--- src/rtl/load_store_unit.sv ---
// Load/store initiator for a single-port word memory with one-cycle registered reads.
// Big-endian byte lanes; sub-word stores are done as read-modify-write.
//
// state | meaning
// IDLE  | waiting for req; latches op/addr/wdata and decodes on accept
// READ  | mem_read asserted for the addressed word
// DATA  | read word available; extract load result or merge sub-word store
// WRITE | mem_write asserted with full or merged word; done pulse follows
// FAULT | misaligned or illegal op; done+err pulse follows, no memory access
`timescale 1ns/1ps
module load_store_unit #(
    parameter int ADDR_WIDTH = 6
) (
    input  logic                  clk,
    input  logic                  rst,
    input  logic                  req,
    input  logic [3:0]            op,
    input  logic [ADDR_WIDTH+1:0] addr,
    input  logic [31:0]           wdata,
    output logic [31:0]           rdata,
    output logic                  done,
    output logic                  err,
    output logic                  busy,
    output logic                  mem_read,
    output logic                  mem_write,
    output logic [ADDR_WIDTH-1:0] mem_address,
    output logic [31:0]           mem_write_data,
    input  logic [31:0]           mem_read_data
);

    localparam logic [3:0] OP_LB  = 4'b0000;
    localparam logic [3:0] OP_LH  = 4'b0001;
    localparam logic [3:0] OP_LW  = 4'b0011;
    localparam logic [3:0] OP_LBU = 4'b0100;
    localparam logic [3:0] OP_LHU = 4'b0101;
    localparam logic [3:0] OP_SB  = 4'b1000;
    localparam logic [3:0] OP_SH  = 4'b1001;
    localparam logic [3:0] OP_SW  = 4'b1011;

    typedef enum logic [2:0] {IDLE, READ, DATA, WRITE, FAULT} state_t;

    state_t                  state;
    logic [3:0]              op_q;
    logic [ADDR_WIDTH+1:0]   addr_q;
    logic [31:0]             wr_word;
    logic                    req_ok;
    logic [7:0]              byte_sel;
    logic [15:0]             half_sel;
    logic [31:0]             load_val;
    logic [31:0]             merged;

    always_comb begin
        req_ok = 1'b0;
        case (op)
            OP_LB, OP_LBU, OP_SB: req_ok = 1'b1;
            OP_LH, OP_LHU, OP_SH: req_ok = ~addr[0];
            OP_LW, OP_SW:         req_ok = (addr[1:0] == 2'b00);
            default:              req_ok = 1'b0;
        endcase
    end

    always_comb begin
        byte_sel = 8'h00;
        case (addr_q[1:0])
            2'd0:    byte_sel = mem_read_data[31:24];
            2'd1:    byte_sel = mem_read_data[23:16];
            2'd2:    byte_sel = mem_read_data[15:8];
            default: byte_sel = mem_read_data[7:0];
        endcase
        half_sel = addr_q[1] ? mem_read_data[15:0] : mem_read_data[31:16];

        load_val = mem_read_data;
        case (op_q)
            OP_LB:   load_val = {{24{byte_sel[7]}}, byte_sel};
            OP_LBU:  load_val = {24'h000000, byte_sel};
            OP_LH:   load_val = {{16{half_sel[15]}}, half_sel};
            OP_LHU:  load_val = {16'h0000, half_sel};
            default: load_val = mem_read_data;
        endcase
    end

    // Replace only the addressed lane of the old word with the store data.
    always_comb begin
        merged = mem_read_data;
        if (op_q == OP_SB) begin
            case (addr_q[1:0])
                2'd0:    merged[31:24] = wr_word[7:0];
                2'd1:    merged[23:16] = wr_word[7:0];
                2'd2:    merged[15:8]  = wr_word[7:0];
                default: merged[7:0]   = wr_word[7:0];
            endcase
        end else if (op_q == OP_SH) begin
            if (addr_q[1])
                merged[15:0] = wr_word[15:0];
            else
                merged[31:16] = wr_word[15:0];
        end
    end

    always_ff @(posedge clk) begin
        if (rst) begin
            state   <= IDLE;
            op_q    <= 4'h0;
            addr_q  <= '0;
            wr_word <= 32'h0;
            rdata   <= 32'h0;
            done    <= 1'b0;
            err     <= 1'b0;
        end else begin
            done <= 1'b0;
            err  <= 1'b0;
            case (state)
                IDLE: begin
                    if (req) begin
                        op_q    <= op;
                        addr_q  <= addr;
                        wr_word <= wdata;
                        if (!req_ok)
                            state <= FAULT;
                        else if (op == OP_SW)
                            state <= WRITE;
                        else
                            state <= READ;
                    end
                end
                READ: state <= DATA;
                DATA: begin
                    if (op_q[3]) begin
                        wr_word <= merged;
                        state   <= WRITE;
                    end else begin
                        rdata <= load_val;
                        done  <= 1'b1;
                        state <= IDLE;
                    end
                end
                WRITE: begin
                    done  <= 1'b1;
                    state <= IDLE;
                end
                FAULT: begin
                    done  <= 1'b1;
                    err   <= 1'b1;
                    state <= IDLE;
                end
                default: state <= IDLE;
            endcase
        end
    end

    // Strobes are gated by rst so a reset landing on WRITE never stores.
    assign mem_read       = (state == READ) && !rst;
    assign mem_write      = (state == WRITE) && !rst;
    assign busy           = (state != IDLE);
    assign mem_address    = addr_q[ADDR_WIDTH+1:2];
    assign mem_write_data = wr_word;

endmodule

--- config.mk ---
export PLATFORM = sky130hd
export DESIGN_NAME = load_store_unit
export DESIGN_NICKNAME = d
export VERILOG_FILES = /design/src/rtl/load_store_unit.sv
export SDC_FILE = /design/constraint.sdc
export NUM_CORES = 1
export LEC_CHECK = 0
export CAP_MARGIN = 10
export CORE_ASPECT_RATIO = 1.4
export CORE_MARGIN = 2
export CORE_UTILIZATION = 49
export DETAILED_ROUTE_END_ITERATION = 10
export GPL_ROUTABILITY_DRIVEN = 0
export PLACE_DENSITY = 0.84
export SLEW_MARGIN = 40
export SYNTH_ARGS = -nofsm -noshare
export SYNTH_HDL_FRONTEND = slang
export SYNTH_SLANG_ARGS = --single-unit
--- constraint.sdc ---
create_clock -name clk -period 3.6 [get_ports clk]
set_clock_uncertainty 0.15 [all_clocks]
set_input_delay 0.9 -clock clk [delete_from_list [all_inputs] [get_ports clk]]
set_output_delay 0.9 -clock clk [all_outputs]
set_load 0.01 [all_outputs]
==> run summary <==
The run finished with clean final reports. The number of global-route vias before repair is 4,669. The register area came out at 1620 sq um. The switching power share of the total is 25.8%. Summing the sequential cell areas from Yosys gives 36.6% of the chip area. The XOR/XNOR share of the synthesized area is 0%. In this run the power spent charging and discharging nets is 680 uW.

In the layout the commonest cells are 152 x clkdlybuf4s50_1, 81 x dfxtp_1, 67 x nor2_1. The worst pin sits at a relative slew slack of 44.7%. Before antenna repair, the detailed router went through 8 iterations. The global-route wire length before repair is 23,500 um. The net count of the mapped netlist came out at 631. In this run the worst hold path is classified as flop to flop. The highest net fanout along the worst path is 3. Registers are responsible for 38.5% of the overall power. The final hold violation count was 0. The synthesis-stage register bit count came out at 81. The most frequently used flop master after synthesis is dfxtp_1. The proportion of synthesized flip-flops having asynchronous set or reset is 0%.

The worst path uses 81.0% of the clock period. The number of endpoints failing setup at the final stage is 0. After filler insertion, the fill cell instance count of the layout stands at 725. The number of input and output port buffers inserted came out at 153. The count of cells resized by post-cts repair came out at 0.

Across every metal layer, demand over resource in global routing totals 30.2%. TritonCTS created 9 clock buffers. The count of routing violations after the opening detailed-route iteration is 512.

The share of the core filled with cells came out at 70.0%. The endpoint arrival time on the critical path is 1.87 ns. The critical-path cell with the highest stage delay is clkdlybuf4s50_1.

The count of warnings emitted by yosys came out at 0. The floorplan has 41 rows. Dividing the detail-routed wire length by the instance count gives 19.4 um.

The worst setup path is captured at an output pin. In the final layout, the multi-input gates occupy 2450 sq um. After layout, the minimum clock period comes to 2.92 ns. The number of flops mapped to enable cells by yosys came out at 0.

The internal power contribution is 1950 uW. Summing the areas of all and, or, nand and nor instances in the mapped netlist gives 20.7% of the synthesized area. Traced cell by cell, the critical path runs through buf_2, nor2_1, nand2_1, nor2_1, clkdlybuf4s50_1. The final max-slew violation count came out at 0.

The multiplexer share of the synthesized area is 2.80%. TritonCTS built the clock tree. The number of buffer and inverter stages on the critical path came out at 2. The fraction of power consumed by combinational cells is 19.7%.

The clock transition time at the flip-flop clock pins of the worst setup and hold paths is 0.06 ns. The maximum clock rate is 343 MHz. By startpoint and endpoint, the worst setup path is classified as primary input to output pin. The transition time at the pin with the least slew margin is 0.828 ns. The most prevalent standard cell on the critical path is nor2_1. The sink count of the clock tree is 81. STA puts the critical path data required time at 2.55 ns. The count of distinct cell types in the synthesized netlist came out at 50. The master cell of the clock root buffer is clkbuf_16. The remaining routing DRC violations came out at 0. The die height came out at 117 um.

The category of the worst setup path launch point is a primary input. The number of levels the H-tree was split into came out at 3. For this design the ratio of total power to cell area is 422 nW/um^2. Cells with a size suffix above 1 make up 8.05% of the layout.

The net count of the finished layout is 746. The clock passes through at most 2 buffers. The later-pin clock latency in the skew report came out at 0.34 ns. The max-cap violation count is 0. Summing every instance area after synthesis gives 4430 sq um.

The floorplan step defined a die boundary enclosing 9830 sq um. In the final timing run, aggregate negative setup slack is 0 ns. IR analysis of the VDD net gives a maximum drop of 324 uV. The clock share of power is 41.8%. The design draws 2630 uW.

On the critical path the largest part of the delay comes from buffers and inverters. The number of antenna violations at the first check in global routing was 0. The number of hold buffers added after CTS came out at 0.

The worst-case hold slack is 0.308 ns. The global route total overflow came out at 0. From left edge to right edge, the die measures 84.4 um. The HPWL reported at the end of detailed placement is 10,900 um.

Entering global routing, the biggest net connects 72 pins. The total detailed-routing wirelength came out at 15,100 um. The share of the synthesized area in compound gates (AO/OA/AOI/OAI) is 31.1%. The core region is 8930 sq um. The average instance area after synthesis is 8.03 sq um. The number of inserted diodes is 0. The post-CTS setup buffer count is 0.

The analysis attributes to cell leakage a power of 0.00218 uW. Setup repair after global routing left no endpoint under its margin. The library cell used most frequently in the layout, excluding fill and tap cells, is clkdlybuf4s50_1. The cell count after synthesis came out at 552.

Dividing the detail-routed via count by the number of cells gives 6.18. The dominant combinational cell family by area after synthesis is compound AO/OA/AOI/OAI gates. During I/O placement, the number of pins put on the boundary was 154.

The starting density of the core came out at 49.6%. The synthesized netlist devotes 0% of its cell area to adder and majority cells. The final route contains 4,805 vias. The synthesis-to-finish area growth is 41.0%.

In this design, the stage delay of the slowest critical-path cell is 0.54 ns. The number of routed nets with antenna violations is 0.
[sequential cells by signal, summed over array words and instances (netlist names)]
register	count
mem_write_data	32
addr_q	8
state	3
op_q	4
done	1
err	1
rdata	32
[worst paths after layout]
path | end | start | slack, ns | cells after the start
hold / removal | addr_q[5]$_SDFFE_PP0P_ | addr_q[5]$_SDFFE_PP0P_ | 0.31 | 2
hold reg to reg | addr_q[5]$_SDFFE_PP0P_ | addr_q[5]$_SDFFE_PP0P_ | 0.31 | 2
setup / recovery | mem_read | rst | 0.68 | 5
setup reg to reg | mem_write_data[24]$_SDFFE_PP0P_ | state[1]$_SDFFE_PP0P_ | 1.11 | 5
[cell type report]
cell class | instances | area share [%]
inverter | 21 | 1.26
multi-input combinational | 391 | 39.3
sequential | 81 | 26.0
tap | 107 | 2.14
clock inverter | 5 | 2.06
timing repair buffer | 163 | 25.6
clock buffer | 10 | 3.66
[synth_stat cells (all sizes together), types with 4 or more instances]
library cell	instances	share of area [%]
nand3	6	0.68
mux2i	9	2.0
a41o	8	1.8
nand2b	17	2.4
a21oi	51	6.4
buf	33	4.8
a22oi	9	1.5
o21ai	14	1.6
a2bb2oi	4	0.79
clkbuf	26	2.2
a311oi	7	1.4
nand2	59	5.0
a31o	8	1.6
a221oi	4	0.79
nand3b	4	0.68
o211ai	17	2.9
nor3	5	0.68
o32ai	16	3.2
a21boi	5	0.85
o2bb2ai	8	1.6
dfxtp	81	37
inv	21	1.8
or4	9	1.5
a211oi	30	5.1
nor2	68	5.8
nor3b	5	1.1
[per-stage QoR]
step           instances  area [sq um]  setup slack [ns]
2_1_floorplan        552          4430              1.14
3_3_place_gp         763          5880             0.697
3_5_place_dp         763          5890             0.703
4_1_cts              778          6250             0.687
5_1_grt              778          6250             0.551
6_report             778          6250             0.684
[power by group through the flow]
stage | registers (uW) | logic (uW) | clock network [uW]
2_1_floorplan | 1020 | 260 | 0
3_3_place_gp | 1030 | 497 | 0
3_5_place_dp | 1030 | 509 | 0
4_1_cts | 1010 | 513 | 1110
5_1_grt | 1020 | 558 | 1150
6_report | 1010 | 519 | 1100
[routing by layer]
| layer | part of all wire (%) | GRT usage [%] | vias up |
|---|---|---|---|
| li1 | - | - | 2237 |
| met1 | 37 | 35.3 | 2226 |
| met2 | 48 | 50.7 | 290 |
| met3 | 9.7 | 7.63 | 52 |
| met4 | 4.6 | 17.4 | 0 |
| met5 | 0 | 0 | - |
[cell families (layout without fill, tap and decap cells)]
logic type	count (synthesis)	count (layout)
simple gates	188	188
flops	81	81
buf+inv	80	199
mux	12	12
compound gates	191	191
[worst reg2reg max path: cells and delay by family (launching register included)]
family          cells  cell delay (ns)
simple gates        1             0.79
compound gates      3             0.55
flops               1             0.60
buf+inv             1             0.31
(Power assumes the default switching activity.)
